--- src/rtl/flit_depacketizer_if.sv ---
// flit_depacketizer_if: flit input channel and reassembled message output channel
interface flit_depacketizer_if #(
    parameter int FLIT_WIDTH      = 261,
    parameter int FLIT_DATA_WIDTH = 256,
    parameter int MAX_FLITS       = 4
);
    logic [FLIT_WIDTH-1:0]                get_flit;
    logic                                 get_flit_valid;
    logic                                 get_flit_ready;
    logic [MAX_FLITS*FLIT_DATA_WIDTH-1:0] msg_data;
    logic [$clog2(MAX_FLITS):0]           msg_len;
    logic                                 msg_err;
    logic                                 msg_valid;
    logic                                 msg_ready;

    modport master (
        output get_flit, get_flit_valid, msg_ready,
        input  get_flit_ready, msg_data, msg_len, msg_err, msg_valid
    );

    modport slave (
        input  get_flit, get_flit_valid, msg_ready,
        output get_flit_ready, msg_data, msg_len, msg_err, msg_valid
    );
endinterface

--- src/rtl/flit_depacketizer.sv ---
// flit_depacketizer: gathers flits into a message buffer and hands it out as one wide message
module flit_depacketizer #(
    parameter int FLIT_WIDTH      = 261,
    parameter int FLIT_DATA_WIDTH = 256,
    parameter int MAX_FLITS       = 4
) (
    input logic               CLK,
    input logic               RST,
    flit_depacketizer_if.slave bus
);
    localparam int IDX_W = $clog2(MAX_FLITS);
    localparam int LEN_W = $clog2(MAX_FLITS) + 1;

    typedef enum logic {COLLECT, HOLD} state_t;

    state_t                                   state, state_n;
    logic [IDX_W-1:0]                         idx, idx_n;
    logic [MAX_FLITS-1:0][FLIT_DATA_WIDTH-1:0] slots, slots_n;
    logic [LEN_W-1:0]                         len, len_n;
    logic                                     err, err_n;
    logic                                     tail, flit_fire, msg_fire;
    logic [FLIT_DATA_WIDTH-1:0]               payload;
    logic                                     unused_bits;

    assign tail               = bus.get_flit[FLIT_WIDTH-2];
    assign payload            = bus.get_flit[FLIT_DATA_WIDTH-1:0];
    assign unused_bits        = ^{bus.get_flit[FLIT_WIDTH-1], bus.get_flit[FLIT_WIDTH-3:FLIT_DATA_WIDTH]};
    assign bus.get_flit_ready = !RST && (state == COLLECT || bus.msg_ready);
    assign bus.msg_valid      = !RST && state == HOLD;
    assign flit_fire          = bus.get_flit_valid && bus.get_flit_ready;
    assign msg_fire           = bus.msg_valid && bus.msg_ready;
    assign bus.msg_data       = slots;
    assign bus.msg_len        = len;
    assign bus.msg_err        = err;

    // state and message buffer registers
    always_ff @(posedge CLK) begin
        if (RST) begin
            state <= COLLECT;
            idx   <= '0;
            slots <= '0;
            len   <= '0;
            err   <= 1'b0;
        end else begin
            state <= state_n;
            idx   <= idx_n;
            slots <= slots_n;
            len   <= len_n;
            err   <= err_n;
        end
    end

    // next state: collect flits until tail or full, hold until drained (refill in the same cycle)
    always_comb begin
        state_n = state;
        idx_n   = idx;
        slots_n = slots;
        len_n   = len;
        err_n   = err;
        if (state == COLLECT) begin
            if (flit_fire) begin
                slots_n[idx] = payload;
                if (tail || idx == IDX_W'(MAX_FLITS - 1)) begin
                    state_n = HOLD;
                    len_n   = LEN_W'(idx) + 1'b1;
                    err_n   = !tail;
                    idx_n   = '0;
                end else begin
                    idx_n = idx + 1'b1;
                end
            end
        end else if (msg_fire) begin
            state_n = COLLECT;
            slots_n = '0;
            idx_n   = '0;
            if (flit_fire) begin
                slots_n[0] = payload;
                if (tail) begin
                    state_n = HOLD;
                    len_n   = LEN_W'(1);
                    err_n   = 1'b0;
                end else begin
                    idx_n = IDX_W'(1);
                end
            end
        end
    end
endmodule
--- src/flat_wrapper.sv ---
// flat-port wrapper written by rule: the top's interface ports become plain ports
module flit_depacketizer_flat 
#(
    parameter int FLIT_WIDTH      = 261,
    parameter int FLIT_DATA_WIDTH = 256,
    parameter int MAX_FLITS       = 4
)
  (CLK, RST, bus_get_flit, bus_get_flit_valid, bus_msg_ready, bus_get_flit_ready, bus_msg_data, bus_msg_len, bus_msg_err, bus_msg_valid);
  flit_depacketizer_if #(.FLIT_WIDTH(FLIT_WIDTH), .FLIT_DATA_WIDTH(FLIT_DATA_WIDTH), .MAX_FLITS(MAX_FLITS)) bus_i ();
  input logic CLK;
  input logic RST;
  input wire logic [$bits(bus_i.get_flit)-1:0] bus_get_flit;
  input wire logic [$bits(bus_i.get_flit_valid)-1:0] bus_get_flit_valid;
  input wire logic [$bits(bus_i.msg_ready)-1:0] bus_msg_ready;
  output wire logic [$bits(bus_i.get_flit_ready)-1:0] bus_get_flit_ready;
  output wire logic [$bits(bus_i.msg_data)-1:0] bus_msg_data;
  output wire logic [$bits(bus_i.msg_len)-1:0] bus_msg_len;
  output wire logic [$bits(bus_i.msg_err)-1:0] bus_msg_err;
  output wire logic [$bits(bus_i.msg_valid)-1:0] bus_msg_valid;
  assign bus_i.get_flit = bus_get_flit;
  assign bus_i.get_flit_valid = bus_get_flit_valid;
  assign bus_i.msg_ready = bus_msg_ready;
  assign bus_get_flit_ready = bus_i.get_flit_ready;
  assign bus_msg_data = bus_i.msg_data;
  assign bus_msg_len = bus_i.msg_len;
  assign bus_msg_err = bus_i.msg_err;
  assign bus_msg_valid = bus_i.msg_valid;
  flit_depacketizer #(.FLIT_WIDTH(FLIT_WIDTH), .FLIT_DATA_WIDTH(FLIT_DATA_WIDTH), .MAX_FLITS(MAX_FLITS)) u_core (.CLK(CLK), .RST(RST), .bus(bus_i));
endmodule
--- config.mk ---
export PLATFORM = sky130hd
export DESIGN_NAME = flit_depacketizer_flat
export DESIGN_NICKNAME = d
export VERILOG_FILES = /design/src/rtl/flit_depacketizer_if.sv /design/src/rtl/flit_depacketizer.sv /design/src/flat_wrapper.sv
export SDC_FILE = /design/constraint.sdc
export NUM_CORES = 2
export LEC_CHECK = 0
export ABC_AREA = 1
export CAP_MARGIN = 20
export CORE_AREA = 5 5 509 511
export CTS_CLUSTER_DIAMETER = 100
export DETAILED_ROUTE_END_ITERATION = 10
export DIE_AREA = 0 0 514 516
export SYNTH_ARGS = -nofsm -noshare
export SYNTH_HDL_FRONTEND = slang
export SYNTH_SLANG_ARGS = --single-unit
--- constraint.sdc ---
create_clock -name CLK -period 2 [get_ports CLK]
set_input_delay 0.4 -clock CLK [delete_from_list [all_inputs] [get_ports CLK]]
set_output_delay 0.4 -clock CLK [all_outputs]
set_load 0.005 [all_outputs]
### Yosys cells after proc, flatten, opt, wreduce, memory -nomap -nowiden

Index checks and enable logic that the tools add are counted.

| cells by class | value |
|---|---|
| mux-type cells | 31 |
| equal/unequal tests | 3 |
| bitwise operators | 1 |
| magnitude comparators | 2 |
| reductions and logical operators | 13 |
| add/subtract/negate cells | 2 |

Operator list:

| kind | count |
|---|---|
| $mux 1024 | 3 |
| $bwmux 1024 | 1 |
| $demux 256 s2 | 1 |
| $mux 256 | 2 |
| $mux 3 | 6 |
| $mux 1 | 13 |
| $mux 2 | 5 |
| $logic_and 1x1->1 | 5 |
| $ne 2x2->1 const B | 2 |
| $reduce_and 4->1 | 1 |
| $reduce_bool 2->1 | 2 |
| $add 2x1->3 const B | 1 |
| $lt 2x3->1 const B | 1 |
| $add 2x1->2 const B | 1 |
| $eq 2x2->1 const B | 1 |
| $ge 2x1->1 const B | 1 |
| $logic_not 1->1 | 2 |
| $logic_or 1x1->1 | 2 |
| $reduce_and 2->1 | 1 |
| $not 1->1 | 1 |

| word-level totals | value |
|---|---|
| logic and storage cells | 60 |
| output and inout bits | 1030 |
| input port bits | 265 |
| register bits | 1031 |

### Longest topological paths before layout

| depth | value |
|---|---|
| depth in word-level cells | 7 |
| mapped depth | 11 |
| depth with buffers taken out | 8 |

### Worst setup path before layout

No wires, ideal clock.

| timing path | value |
|---|---|
| path type | flip-flop to flip-flop |
| from | register u_core.idx[0] |
| to | register u_core.slots (netlist bit u_core.bus.msg_data[103]) |
| period minus slack after synthesis | 1.593 ns |
| data arrival time | 1.480 ns |
| cell stages (with the launch flop) | 10 |
| data required time | 1.887 ns |
| path slack | 0.407 ns |
| library setup time | 0.113 ns |
| cell sequence | dfxtp_1 inv_1 ha_1 or2_1 nand2_2 inv_2 buf_2 buf_2 nor2_1 nor2_1 |

| between the ends | value |
|---|---|
| word-level cells in the longest chain between the ends | 7 |

RTL lines:

| item | RTL line | RTL |
|---|---|---|
| start: declaration | flit_depacketizer.sv:17 | `logic [IDX_W-1:0] idx, idx_n;` |
| start signal: assignment | flit_depacketizer.sv:46 | `idx <= idx_n;` |
| $lt 2x3->1 (implied by the code) or $ge 2x1->1 (tied branches) | flit_depacketizer.sv:62 | `slots_n[idx] = payload;` |
| $logic_and 1x1->1 (implied by the code) | flit_depacketizer.sv:62 |  |
| $mux 256 (implied by the code) | flit_depacketizer.sv:62 |  |
| $demux 256 s2 (*) | -- |  |
| $bwmux 1024 (*) | flit_depacketizer.sv:62 |  |
| $mux 1024 (*) | flit_depacketizer.sv:61 | `if (flit_fire) begin` |
| $mux 1024 (*) | flit_depacketizer.sv:60 | `if (state == COLLECT) begin` |
| end signal: assignment | flit_depacketizer.sv:47 | `slots <= slots_n;` |
| end: declaration | flit_depacketizer.sv:18 | `logic [MAX_FLITS-1:0][FLIT_DATA_WIDTH-1:0] slots, slots_n;` |

Mark *: on every way between the ends. The rest lies on a longest branch, timed or not. The select of a mux whose other input is x is not followed.
A chain may end at the register's enable or synchronous reset.

### Worst setup path after layout

| timing path | value |
|---|---|
| from | register u_core.idx[0] |
| to | register u_core.slots (netlist bit u_core.bus.msg_data[16]) |

Same word-level chain as after synthesis.

==> flow_metrics.tcl <==
set metrics [dict create \
    syn_area_per_cell_sq_um 7.435 \
    finalCriticalPeriod_ns 1.977 \
    synth_fp_nets 5340 \
    drt-total-wl_microns 214600 \
    initial_utilization_pct 14.87 \
    max_freq_mhz 505.7 \
    synthToLayoutAreaGrowth_pct 57.05 \
    reg2reg_to "u_core.bus.msg_data[16]" \
    detail-route-antenna-nets 0 \
    worstMarginPinSlew_ns 0.8818 \
    numClockSinks 1031 \
    globalplace.congestion 0.8618 \
    fin_area_sq_mm 0.05921 \
    cp_cell_sequence "inv_1, ha_1, or2_1, nand2_8, inv_8, buf_12, buf_4, nand2_1, nand2_1, nor2_1" \
    worstHoldPathCells 3 \
    die_h_microns 516 \
    setup_slack_ns 0.02251 \
    synthAdderAreaFrac_pct 0.1327 \
    ioPinCount 1295 \
    dr_total_vias 39402 \
    netlist_area_sq_mm 0.03770 \
    worstPathArrival_ns 2.64 \
    yosysWarnings 0 \
    hold_start "bus_get_flit[75]" \
    viasPerCell 3.991 \
    io_buffer_count 1290 \
    hold_path_class "input pin to flip-flop" \
    cts_buffers 118 \
    grt_pass1_wl_microns 290600 \
    crit_path_start_kind "flip-flop" \
    ys_seq_area_share_pct 54.74 \
    cts_max_path_buffers 3 \
    grt_max_degree 120 \
    firstDrtPassIters 6 \
    clock_skew_ns 0.03080 \
    num-nets-final 6666 \
    synth.distinct_cells 21 \
    drive_gt1_share_pct 9.572 \
    worstSetupPathType "flip-flop to flip-flop" \
    coreArea_sq_mm 0.2535 \
    clkSlewWorstSetupHoldPaths_ns 0.06 \
    dp_slack_ns -0.3553 \
    gr-usage-all-layers_pct 15.11 \
    synth-xor-area-share_pct 0 \
    ys_seq_elements 1031 \
    die_area_sq_mm 0.2652 \
    post-route-util_pct 23.36 \
    min_to "u_core.bus.msg_data[331]" \
    slowest_stage "dfxtp_1" \
    synth_compound_area_share_pct 12.11 \
    period_share_pct 98.87 \
    peakVddDrop_uv 637.7 \
    cts_root_buffer "clkbuf_16" \
    die_x_microns 514 \
    r2r_cells 10 \
    wl_per_cell_microns 21.74 \
    cap_violations 0 \
    tns_ns 0 \
    postPlaceCellArea_sq_mm 0.05612 \
    critPathMaxStageDelay_ns 0.36 \
    clock_latency_ns 0.75 \
    p_leak_nw 25.78 \
    first_iter_violations 3485 \
    relSlewSlack_pct 41.21 \
    critical_path.most_common_cell "nand2_1" \
    cp.required_ns 2.67 \
    cp-end-kind "flip-flop" \
    r2r_slack_ns 0.02 \
    critPathMaxFanout 27 \
    syn_inst 5071 \
    setup_viol 0 \
    synth.area.mux_share_pct 0 \
    row_count 185 \
    holdWs_ns 0.3140 \
    reg2reg_from "u_core.idx[0]" \
    grt_pass1_vias 36910 \
    drc 0 \
    antenna_found_initial 16 \
    synth_top_family_by_area "simple AND/OR/NAND/NOR gates" \
    dp_hpwl_microns 164200 \
    htreeDepth 3 \
    cts_tree "built" \
    slew_viol_final 0 \
    status "finished, final reports clean" \
    synth-simple-area-share_pct 26.78 \
    powerDensity_mw_per_mm2 857.5 \
    finalHoldViolCount 0 \
    gr-total-overflow 0 \
]
stage by stage:
step / power (mW) / instances
2_1_floorplan: 24.50 / 5071
3_3_place_gp: 28.90 / 9637
3_5_place_dp: 28.89 / 9637
4_1_cts: 51.46 / 9859
5_1_grt: 52.75 / 9866
6_report: 50.78 / 9872
metal layers:
layer	vias up	routed length [microns]	global-route usage (%)
li1	18778	-	-
met1	18570	87820	18.41
met5	-	0	0
met2	1762	96360	24.35
met3	292	23040	5.695
met4	0	7410	5.380
layout make-up:
class	count	area, sq um
antenna	8	20.02
clock buffer	180	3457
clock inverter	41	594.3
fill	28317	194200
inverter	140	550.5
multi-input combinational	3504	14790
sequential	1031	20700
tap	3366	4212
timing repair buffer	1602	14890
cell usage in the layout (no fill, tap or decap), drive strengths merged:
cell,Yosys,routed
clkdlybuf4s15,0,69
diode,0,8
inv,140,145
clkbuf,149,184
nand4,3,3
clkinvlp,0,2
nand2,1930,1930
dlygate4sd2,0,932
clkdlybuf4s50,0,259
clkdlybuf4s18,0,2
clkinv,0,25
bufinv,0,9
or2,1,1
dfxtp,1031,1031
nand3,263,263
ha,4,4
o21ai,7,7
buf,247,335
nor2,393,393
a21oi,903,903
dlygate4sd3,0,1
repair_timing:
| item | CTS | global route |
|---|---|---|
| pin swaps | 1 | 3 |
| gates cloned | 0 | 2 |
| setup endpoints to repair | 1017 | 50 |
| setup buffers | 0 | 3 |
| gates resized for setup | 1223 | 18 |
| endpoints found under the hold margin | 1 | 0 |
| hold buffers | 1 | 0 |
registers in the layout, indices dropped and copies added (netlist names):
register             flops
u_core.bus.msg_data   1024
u_core.bus.msg_len       3
u_core.idx               2
u_core.bus.msg_err       1
u_core.state             1
worst max path at each step:
stage	slack, ns	from	end	depth (start not counted)
4_1_cts	-0.02	u_core.state	bus_get_flit_ready	3
5_1_grt	-0.002	u_core.idx[0]	u_core.bus.msg_data[704]	8
6_report	0.02	u_core.idx[0]	u_core.bus.msg_data[16]	10
2_1_floorplan	0.41	u_core.idx[0]	u_core.bus.msg_data[103]	9
3_3_place_gp	-0.34	bus_get_flit_valid	u_core.bus.msg_data[860]	8
3_5_place_dp	-0.36	bus_get_flit_valid	u_core.bus.msg_data[870]	8
synthesized netlist by cell type (all sizes together):
library cell,count,share of area [%]
a21oi,903,12
buf,247,3.4
clkbuf,149,1.5
dfxtp,1031,55
ha,4,0.13
inv,140,1.4
nand2,1930,19
nand3,263,3.6
nand4,3,0.050
nor2,393,3.9
o21ai,7,0.12
or2,1,0.017
where the power goes:
group | switching, mW | total (mW) | internal (mW)
clock | 9.67 | 22.8 | 13.1
combinational | 3.97 | 6.41 | 2.44
sequential | 0.356 | 21.6 | 21.2
total | 14.0 | 50.8 | 36.8
critical path: cells and delay by family, from the launching register on:
| family | cells | cell delay, ns |
|---|---|---|
| DFF | 1 | 0.36 |
| and+or+nand+nor | 5 | 0.66 |
| buffers and inverters | 4 | 0.53 |
| adders and majority gates | 1 | 0.20 |
logic make-up after synthesis:
kind of cell | after synthesis
buffers and inverters | 536
DFF | 1031
adders and majority gates | 4
AOI/OAI and AO/OA | 910
and+or+nand+nor | 2590
Power figures use the tool's default switching activity.
